## config.mk

```make
export PLATFORM = sky130hd
export DESIGN_NAME = multdiv_sequencer
export DESIGN_NICKNAME = d
export VERILOG_FILES = /design/src/rtl/multdiv_sequencer.sv
export SDC_FILE = /design/constraint.sdc
export NUM_CORES = 1
export LEC_CHECK = 0
export BUFFER_PORTS_ARGS = -buffer_cell sky130_fd_sc_hd__buf_2
export CAP_MARGIN = 20
export CELL_PAD_IN_SITES_DETAIL_PLACEMENT = 0
export CELL_PAD_IN_SITES_GLOBAL_PLACEMENT = 2
export CORE_MARGIN = 4
export CORE_UTILIZATION = 24
export CTS_CLUSTER_SIZE = 40
export DETAILED_ROUTE_END_ITERATION = 10
export GPL_ROUTABILITY_DRIVEN = 0
export GPL_TIMING_DRIVEN = 0
export MAX_ROUTING_LAYER = met4
export PLACE_DENSITY_LB_ADDON = 0.08
export SYNTH_ARGS = -nofsm -noshare
export SYNTH_HDL_FRONTEND = slang
export SYNTH_SLANG_ARGS = --single-unit
```

## constraint.sdc

```tcl
create_clock -name clock -period 2.1 [get_ports clock]
set_clock_uncertainty 0.2 [all_clocks]
set_input_delay 0.42 -clock clock [delete_from_list [all_inputs] [get_ports clock]]
set_output_delay 0.42 -clock clock [all_outputs]
set_load 0.01 [all_outputs]
```

## src/rtl/multdiv_sequencer.sv

```systemverilog
// Sequences a shared iterative multiply/divide unit for a single-cycle core:
// detects mul/div, pulses start, stalls fetch, and issues one regfile write.
// Optional macro MD_TIMEOUT_EN aborts an operation after TIMEOUT BUSY cycles.
module multdiv_sequencer #(
  parameter int DW      = 32,
  parameter int TIMEOUT = 64,
  parameter int CNT_W   = 7
) (
  input  logic          clock,
  input  logic          reset,
  input  logic          instr_valid,
  input  logic [4:0]    opcode,
  input  logic [4:0]    aluop,
  input  logic [4:0]    rd,
  input  logic [DW-1:0] data_result,
  input  logic          data_resultRDY,
  input  logic          data_exception,
  output logic          ctrl_MULT,
  output logic          ctrl_DIV,
  output logic          stall,
  output logic          md_we,
  output logic [4:0]    md_waddr,
  output logic [DW-1:0] md_wdata,
  output logic          md_busy,
  output logic          md_timeout
);

  typedef enum logic [1:0] {
    S_IDLE = 2'd0,
    S_BUSY = 2'd1,
    S_WB   = 2'd2
  } state_t;

  localparam logic [4:0] RSTATUS = 5'd30;
  localparam logic [CNT_W-1:0] CNT_MAX = {CNT_W{1'b1}};

  if ((2 ** CNT_W) <= TIMEOUT) begin : g_bad_cnt_w
    $error("multdiv_sequencer: CNT_W too narrow for TIMEOUT");
  end

  state_t           r_state, w_state_nxt;
  logic             r_op_div, w_op_div_nxt;
  logic [4:0]       r_rd, w_rd_nxt;
  logic [CNT_W-1:0] r_cnt, w_cnt_nxt;
  logic             r_ctrl_mult, w_ctrl_mult_nxt;
  logic             r_ctrl_div, w_ctrl_div_nxt;
  logic             r_md_we, w_md_we_nxt;
  logic [4:0]       r_md_waddr, w_md_waddr_nxt;
  logic [DW-1:0]    r_md_wdata, w_md_wdata_nxt;
  logic             r_md_busy;
  logic             r_md_timeout, w_md_timeout_nxt;
  logic             w_md_req, w_done, w_exc;

  assign w_md_req = instr_valid && (opcode == 5'b00000) &&
                    ((aluop == 5'b00110) || (aluop == 5'b00111));

  // Handshake: start is a one-cycle pulse in the first BUSY cycle; the unit's
  // RDY is a level qualified only while BUSY and only after that pulse cycle
  // (counter != 0), so stale RDY from a previous op can never complete a new one.
  always_comb begin
    w_state_nxt      = r_state;
    w_op_div_nxt     = r_op_div;
    w_rd_nxt         = r_rd;
    w_cnt_nxt        = r_cnt;
    w_ctrl_mult_nxt  = 1'b0;
    w_ctrl_div_nxt   = 1'b0;
    w_md_we_nxt      = 1'b0;
    w_md_waddr_nxt   = r_md_waddr;
    w_md_wdata_nxt   = r_md_wdata;
    w_md_timeout_nxt = r_md_timeout;
    w_done           = 1'b0;
    w_exc            = 1'b0;
    case (r_state)
      S_IDLE: begin
        if (w_md_req) begin
          w_state_nxt     = S_BUSY;
          w_op_div_nxt    = aluop[0];
          w_rd_nxt        = rd;
          w_cnt_nxt       = '0;
          w_ctrl_mult_nxt = ~aluop[0];
          w_ctrl_div_nxt  = aluop[0];
        end
      end
      S_BUSY: begin
        if (r_cnt != CNT_MAX) w_cnt_nxt = r_cnt + 1'b1;
        if ((r_cnt != '0) && data_resultRDY) begin
          w_done = 1'b1;
          w_exc  = data_exception;
        end
`ifdef MD_TIMEOUT_EN
        else if (r_cnt == CNT_W'(TIMEOUT)) begin
          w_done           = 1'b1;
          w_exc            = 1'b1;
          w_md_timeout_nxt = 1'b1;
        end
`endif
        if (w_done) begin
          w_state_nxt = S_WB;
          if (w_exc) begin
            w_md_we_nxt    = 1'b1;
            w_md_waddr_nxt = RSTATUS;
            w_md_wdata_nxt = r_op_div ? DW'(5) : DW'(4);
          end else begin
            w_md_we_nxt    = (r_rd != 5'd0);
            w_md_waddr_nxt = r_rd;
            w_md_wdata_nxt = data_result;
          end
        end
      end
      S_WB:    w_state_nxt = S_IDLE;
      default: w_state_nxt = S_IDLE;
    endcase
  end

  always_ff @(posedge clock) begin
    if (reset) begin
      r_state      <= S_IDLE;
      r_op_div     <= 1'b0;
      r_rd         <= 5'd0;
      r_cnt        <= '0;
      r_ctrl_mult  <= 1'b0;
      r_ctrl_div   <= 1'b0;
      r_md_we      <= 1'b0;
      r_md_waddr   <= 5'd0;
      r_md_wdata   <= '0;
      r_md_busy    <= 1'b0;
      r_md_timeout <= 1'b0;
    end else begin
      r_state      <= w_state_nxt;
      r_op_div     <= w_op_div_nxt;
      r_rd         <= w_rd_nxt;
      r_cnt        <= w_cnt_nxt;
      r_ctrl_mult  <= w_ctrl_mult_nxt;
      r_ctrl_div   <= w_ctrl_div_nxt;
      r_md_we      <= w_md_we_nxt;
      r_md_waddr   <= w_md_waddr_nxt;
      r_md_wdata   <= w_md_wdata_nxt;
      r_md_busy    <= (w_state_nxt != S_IDLE);
      r_md_timeout <= w_md_timeout_nxt;
    end
  end

  // Released in WB so the PC advances on the writeback edge.
  assign stall      = ((r_state == S_IDLE) && w_md_req) || (r_state == S_BUSY);
  assign ctrl_MULT  = r_ctrl_mult;
  assign ctrl_DIV   = r_ctrl_div;
  assign md_we      = r_md_we;
  assign md_waddr   = r_md_waddr;
  assign md_wdata   = r_md_wdata;
  assign md_busy    = r_md_busy;
  assign md_timeout = r_md_timeout;

endmodule
```

# == Yosys cells after proc, flatten, opt, wreduce, memory -nomap -nowiden ==
# Index checks and enable logic that the tools add are counted.
# W data, S select, Z words.
# op_classes
add_sub_neg,1
n_bitwise,5
n_reduce_logical,17
order_cmp,0
n_eq_ne,6
n_div,0
n_shift,0
n_mul,0
muxes,14
# ops
cell,n
$mux W32,1
$mux W7,2
$pmux W7 S2,1
$eq A5 B3 Y1 const B,2
$add A7 B1 Y7 const B,1
$ne A7 B7 Y1 const B,1
$reduce_bool A7 Y1,1
$mux W1,6
$reduce_or A3 Y1,2
$logic_not A5 Y1,1
$mux W5,1
$not A1 Y1,5
$reduce_bool A5 Y1,1
$logic_and A1 B1 Y1,4
$mux W2,2
$ne A2 B2 Y1 const B,2
$pmux W2 S2,1
$reduce_and A2 Y1,2
$reduce_bool A2 Y1,2
$reduce_and A3 Y1,1
$eq A2 B1 Y1 const B,1
$logic_not A2 Y1,1
$logic_or A1 B1 Y1,2
# totals
latchBits,0
register_bits,56
memories,0
input_bits,52
ram_bits,0
rom_bits,0
wordCells,53
output_inout_bits,43

# == Logic depth before layout (Yosys ltp) ==
# Gate-level depths: netlist (run 1).
# depth
ltp_word,7
depth_mapped,8
depth_no_buf,6

# == Worst setup path after synthesis (run 1) ==
# Ideal clock, no wire load.
# synth_timing
kind,register to register
start,register r_cnt[0]
end,"register r_md_wdata[24], in the netlist md_wdata[24]"
path_buffers,2
t_arrival_ns,1.725
synth_period_minus_slack_ns,2.057
setup_slack_ns,0.043
setup_time_ns,0.132
required_ns,1.768
path_stages_with_launch,9
cell_sequence,dfxtp_1 > inv_1 > ha_1 > or4b_4 > o311a_2 > buf_6 > buf_6 > nand3b_1 > a21oi_1
# synth_between
elab_chain_len,5
word_cells_on_any_way,8
cone_classes,mux: 5; reduce/logical: 3
# synth_rtl
element,line_no,source
from (decl),44,"logic [CNT_W-1:0] r_cnt, w_cnt_nxt;"
from (signal assigned),132,r_cnt <= w_cnt_nxt;
$reduce_bool A7 Y1 (*),86,if ((r_cnt != '0) && data_resultRDY) begin
$logic_and A1 B1 Y1 (*),86,
$mux W1,86,
$mux W1,73,case (r_state)
$mux W32 / $reduce_and A2 Y1 (equally long branches),--,
to (signal assigned),137,r_md_wdata <= w_md_wdata_nxt;
to (decl),49,"logic [DW-1:0] r_md_wdata, w_md_wdata_nxt;"
# Mark *: on every way between the ends. The rest lies on a longest branch, timed or not. The select of a mux whose other input is x is not followed.
# A chain may end at the register's enable or synchronous reset.

# == Worst setup path after layout (run 1) ==
# layout_timing
start,register r_cnt[0]
end,"register r_md_wdata[27], in the netlist md_wdata[27]"
# Same word-level chain as after synthesis.

==> flow_summary_export.csv, run 1 <==
group,metric,value,unit
outcome,outcome,"finished, violations left",
outcome,violations,"setup timing",
logic_synthesis,synth_fp_nets,309,
job,max_cap_viol_count,0,
floorplanning,die-height,105.5,µm
logic_synthesis,ys.flop_type,"dfxtp_1",
clock_network,clock-sinks,56,
clock_network,hold_buffers,0,
setup_path,reg2reg_slack,-0.03,ns
timing,fin_crit_sh,101.6,%
setup_path,worstPathMaxFanout,5,
grt,grt_max_degree,17,
setup_path,cp_num_buf_inv,3,
routing,vias_per_cell,4.379,
grt,grt_pass1_vias,2055,
power_and_ir_drop,power_density,551.1,mW/mm²
logic_synthesis,yosysTopAreaCell,"dfxtp_1",
setup_path,worstPathArrival,2.12,ns
power_and_ir_drop,irDropWorstVdd,0.2190,mV
logic_synthesis,synth_warnings,0,
floorplanning,rows,35,
clock_network,clkTransAtPathRegs,0.11,ns
routing,drt_iter0_drc,65,
grt,grt_usage,12.69,%
worst_hold_path,min_path_type,"in -> reg",
setup_path,cpMaxStageDelayCell,"or4b_4",
logic_synthesis,synth_seq_area_share,49.18,%
setup_path,path_delay_family,"simple AND/OR/NAND/NOR gates",
place,io_buffers,92,
worst_hold_path,hold_end,"ctrl_MULT",
routing,dr.pass1.iters,4,
clock_network,clock_latency,0.31,ns
floorplanning,die_x,105.5,µm
worst_hold_path,whs_path_depth,2,
setup_path,worstSetupPathType,"reg -> reg",
setup_path,crit_required,2.08,ns
layout,drive_gt1_share,36.99,%
routing,postRouteWirelength,7104,µm
logic_synthesis,async_reset_ff_share,0,%
logic_synthesis,synth_cells,255,
clock_network,htree_levels,2,
layout,n_antenna_cell,0,
logic_synthesis,synth.area.top_cells,"dfxtp_1, nand3b_1, a21oi_1, nand2_1, nor2_1",
logic_synthesis,synthDominantCellAreaShare,49.18,%
timing,rsz0062_at_grt,"true",
logic_synthesis,yosysUniqueCellTypes,33,
clock_network,ctsLongestPathBuffers,2,
setup_path,regToRegStartpoint,"r_cnt[0]",
floorplanning,die_area,0.01112,mm²
layout,instances_no_fill,494,
layout,areaGrowthSynthToFinish,41.16,%
timing,worst_slack,-0.03451,ns
clock_network,cts_root_buf,"clkbuf_8",
logic_synthesis,synth_area,0.002280,mm²
timing,maxSlewHeadroom,57.47,%
worst_hold_path,min_from,"aluop[0]",
layout,fin_util,34.83,%
logic_synthesis,synth_common_cells,"dfxtp_1, a21oi_1, nand2_1",
setup_path,reg2regPathDepth,8,
timing,min_period,2.135,ns
timing,maxSlewViolCount,0,
clock_network,cts_tree,"yes",
setup_path,slowest_delay,0.50,ns
layout,register_area,0.001124,mm²
floorplanning,initial_core_util,24.67,%
grt,grt_pass1_wl,11030,µm
logic_synthesis,synth_seq_cells,56,
timing,fmax,468.5,MHz
place,place_inst,476,
setup_path,cp-end-kind,"flop",
logic_synthesis,postSynthAreaPerCell,8.940,µm²
timing,hold_viol_final,0,
setup_path,r2r_end,"md_wdata[27]",
timing,finalSetupTns,-0.3201,ns
routing,routedWlPerCell,14.38,µm
floorplanning,core-area,0.009240,mm²
logic_synthesis,yosys.cell_count.top_type,"dfxtp_1",
setup_path,start_kind,"flop",
layout,multi_input_area,0.001081,mm²
clock_network,cts_buffers,5,
layout,final_net_count,418,
routing,vias,2163,
grt,antenna_found_initial,0,
timing,worstMarginPinSlew,0.6380,ns
layout,fillers,989,
timing,setup_viol,18,
logic_synthesis,synth_edf_count,0,
routing,drc_errors,0,
place,dp_hpwl,5013,µm
floorplanning,boundaryPins,95,
power_and_ir_drop,p_leak,1.310,nW
grt,grt_overflow_total,0,
routing,ant_nets,0,
setup_path,crit_chain,"inv_2, ha_1, or4b_4, o311a_4, buf_8, clkbuf_16, nand3b_1, a21oi_1",
==> cells by family after synthesis <==
logic type                 count (synthesis)  share of synthesized area [%]
buffers and inverters                     23                          5.653
adders and majority gates                  2                          1.098
DFF                                       56                          49.18
other                                      1                         0.1645
and+or+nand+nor                          114                          26.73
muxes                                      8                          3.568
AOI/OAI and AO/OA                         51                          13.61
==> report_power, final <==
group          internal (mW)  total (mW)  switching (mW)
clock network          0.240       0.609           0.369
registers               1.06        1.06        0.000108
logic                 0.0496       0.103          0.0530
==> state kept, by name (all words and copies together) (netlist names) <==
signal     flops
md_waddr       5
r_rd           5
r_cnt          7
ctrl_DIV       1
r_op_div       1
ctrl_MULT      1
md_we          1
md_wdata      32
r_state        2
md_busy        1
==> placed cells by master (no fill, tap or decap), drive strengths merged <==
cell type	n
nor2b	1
o21ai	3
conb	1
dfxtp	56
o31ai	2
nor3	11
clkinv	1
mux2	1
nand3b	31
o311ai	1
a21oi	38
nor3b	2
nor2	19
buf	110
o311a	1
clkbuf	20
mux2i	7
a211oi	3
nand2b	1
inv	2
a41oi	1
nand3	4
or4b	1
and3	2
ha	2
or3	1
nor4	4
nand2	36
and4b	1
a311oi	2
==> timing repair <==
| action | CTS | global route |
|---|---|---|
| endpoints found under the setup margin | 41 | 49 |
| pin swaps | 2 | 9 |
| setup buffers | 7 | 1 |
| gates resized for setup | 12 | 20 |
| cloned | 0 | 2 |
==> worst max path at each step <==
stage	start	end	slack (ns)	cells past startpoint
2_1_floorplan	r_cnt[0]	md_wdata[24]	0.04	8
6_report	r_cnt[0]	md_wdata[27]	-0.03	8
5_1_grt	r_cnt[1]	md_waddr[4]	-0.1	8
4_1_cts	r_cnt[1]	md_wdata[24]	-0.01	8
3_3_place_gp	r_cnt[0]	md_wdata[1]	-0.19	7
3_5_place_dp	r_cnt[0]	md_wdata[27]	-0.20	7
==> area by class of cell <==
cell class / instances / share of cell area (%)
clock inverter: 1 / 0.2722
inverter: 2 / 0.2333
multi-input combinational: 176 / 33.59
sequential: 56 / 34.91
tap: 129 / 5.016
buffer: 21 / 4.977
clock buffer: 7 / 2.372
timing repair buffer: 102 / 18.62
==> per-layer routing <==
metal,up-vias,GRT usage (%),wire length [µm]
li1,1104,-,-
met1,991,17.51,3596
met2,61,18.67,3067
met3,7,3.062,376
met4,0,3.093,63
met5,-,-,0
==> through the flow <==
stage               total power [mW]  setup slack, ns  cell area (µm²)  hold slack [ns]
global route                   1.847         -0.09849             3218           0.1048
CTS                            1.804         -0.01476             3104           0.1036
floorplan                      1.122          0.04310             2280           0.2601
detailed placement             1.188          -0.1968             2902           0.2421
global placement               1.190          -0.1855             2902           0.2359
finish                         1.773         -0.03451             3218           0.1064
Note: power is estimated with default switching activity, not from simulation.
==> inputs of run 2 (changes only) <==
--- a/config.mk
+++ b/config.mk
@@ -14,9 +14,8 @@
 export CTS_CLUSTER_SIZE = 40
 export DETAILED_ROUTE_END_ITERATION = 10
 export GPL_ROUTABILITY_DRIVEN = 0
-export GPL_TIMING_DRIVEN = 0
 export MAX_ROUTING_LAYER = met4
-export PLACE_DENSITY_LB_ADDON = 0.08
+export PLACE_DENSITY = 0.74
 export SYNTH_ARGS = -nofsm -noshare
 export SYNTH_HDL_FRONTEND = slang
 export SYNTH_SLANG_ARGS = --single-unit
==> run 2 against run 1 <==
Effect of this change:
- the flow now finishes without violations
- critical path type unchanged
- total power is 0.23% higher
- critical path depth is 1 lower
- clock-buffer cell count stayed put
- first-iteration DRC count is 7.7% lower
- sequential share of layout area is 0.88 points higher
- cell area is 2.6% lower
- wire length is 9.3% lower
- global-route usage is 1.3 points lower
- non-clock buffer count is 9 lower
- core utilization is 0.89 points lower
- final cell count is 1.8% lower
- die area stayed put
==> flow_summary_export.csv, run 2 (synthesis results as in run 1) <==
group,metric,value,unit
floorplanning,die-height,105.5,µm
routing,dr.pass1.iters,4,
power_and_ir_drop,power.switching,0.3991,mW
setup_path,path_delay_family,"simple AND/OR/NAND/NOR gates",
routing,drc_errors,0,
power_and_ir_drop,total_power,1.777,mW
power_and_ir_drop,internal_power,1.378,mW
routing,postRouteWirelength,6441,µm
timing,rsz0062_at_grt,"true",
setup_path,worstPathMaxFanout,19,
floorplanning,rows,35,
setup_path,crit_required,2.09,ns
power_and_ir_drop,power_density,566.9,mW/mm²
clock_network,clock-sinks,56,
setup_path,cp_num_buf_inv,2,
layout,drive_gt1_share,39.04,%
setup_path,worstPathArrival,2.07,ns
timing,fmax,479.0,MHz
timing,min_period,2.088,ns
routing,drt_iter0_drc,60,
power_and_ir_drop,combPwrFrac,5.4,%
routing,vias_per_cell,4.427,
floorplanning,core-area,0.009240,mm²
floorplanning,die_area,0.01112,mm²
layout,final_common_cell,"buf_2",
timing,maxSlewHeadroom,62.38,%
timing,setup_viol,0,
clock_network,cts_buffers,5,
clock_network,ctsLongestPathBuffers,2,
setup_path,start_kind,"flop",
place,place_inst,473,
setup_path,crit_chain,"inv_2, ha_4, or4b_4, o311a_2, buf_12, nand3b_1, a21oi_2",
job,max_cap_viol_count,0,
timing,fin_crit_sh,99.42,%
grt,grt_max_degree,38,
layout,final_net_count,409,
grt,antenna_found_initial,0,
floorplanning,boundaryPins,95,
layout,instances_no_fill,485,
layout,areaGrowthSynthToFinish,37.54,%
timing,hold_viol_final,0,
place,io_buffers,93,
clock_network,htree_levels,2,
floorplanning,initial_core_util,24.67,%
place,dp_hpwl,4548,µm
setup_path,cp-end-kind,"flop",
timing,worstMarginPinSlew,0.5644,ns
layout,n_antenna_cell,0,
setup_path,slowest_delay,0.48,ns
clock_network,cts_tree,"yes",
outcome,outcome,"finished, final reports clean",
power_and_ir_drop,p_leak,1.284,nW
layout,mostFrequentLayoutCells,"buf_2, dfxtp_1, nand2_1",
clock_network,clock_latency,0.30,ns
clock_network,cts_root_buf,"clkbuf_8",
clock_network,clkTransAtPathRegs,0.10,ns
place,place_ws,0.01423,ns
grt,grt_pass1_wl,10140,µm
grt,grt_usage,11.43,%
routing,vias,2147,
power_and_ir_drop,irDropWorstVdd,0.2445,mV
timing,hold_ws,0.09536,ns
setup_path,worstSetupPathType,"reg -> reg",
layout,fillers,993,
power_and_ir_drop,p_clk_share,34.9,%
power_and_ir_drop,switching_share,22.45,%
setup_path,cpMaxStageDelayCell,"or4b_4",
power_and_ir_drop,seqPwrFrac,59.7,%
layout,largest_register_ffs,32,
routing,routedWlPerCell,13.28,µm
timing,worst_slack,0.01227,ns
floorplanning,die_x,105.5,µm
grt,grt_pass1_vias,2056,
timing,maxSlewViolCount,0,
routing,ant_nets,0,
grt,grt_overflow_total,0,
worst_hold_path,min_path_type,"in -> reg",
## run 2: layout make-up
type	count	area, µm²	share of cell area (%)
inverter	2	7.507	0.2394
clock inverter	1	7.507	0.2394
timing repair buffer	114	670.6	21.39
multi-input combinational	176	1080	34.44
tap	129	161.4	5.148
sequential	56	1122	35.79
clock buffer	7	86.33	2.753
## run 2: final timing paths
| check | start | end | slack, ns | cells after the start |
|---|---|---|---|---|
| setup / recovery | r_cnt[0] | md_wdata[13] | 0.01 | 7 |
| hold / removal | aluop[0] | ctrl_MULT | 0.1 | 2 |
| setup reg to reg | r_cnt[0] | md_wdata[13] | 0.01 | 7 |
| hold reg to reg | md_wdata[12] | md_wdata[12] | 0.25 | 2 |
## run 2: routing by layer
layer | vias up | wire, µm | track usage (%)
li1 | 1087 | - | -
met1 | 980 | 2960 | 14.34
met2 | 75 | 2975 | 17.90
met3 | 5 | 416 | 2.878
met4 | 0 | 89 | 3.936
met5 | - | 0 | -
## run 2: repair_timing
action / CTS / global route
cloned: 0 / 2
setup buffers: 1 / 1
hold buffers: 0 / 0
endpoints found under the setup margin: 11 / 38
gates resized for setup: 2 / 22
pin swaps: 1 / 2
## run 2: stage by stage
| stage | setup TNS [ns] | util, % | cell area (µm²) |
|---|---|---|---|
| after global placement | 0 | 31.79 | 2938 |
| final | 0 | 33.93 | 3136 |
| after global routing | -1.109 | 33.93 | 3136 |
| after detailed placement | 0 | 31.79 | 2938 |
| after floorplan | 0 | - | 2280 |
| after CTS | 0 | 32.97 | 3047 |
## run 2: power by group through the flow
stage | Combinational (mW) | Sequential, mW | Clock, mW
finish | 0.0951 | 1.06 | 0.621
global route | 0.106 | 1.06 | 0.691
CTS | 0.0947 | 1.06 | 0.651
detailed placement | 0.0944 | 1.09 | 0
global placement | 0.0952 | 1.09 | 0
floorplan | 0.0364 | 1.09 | 0
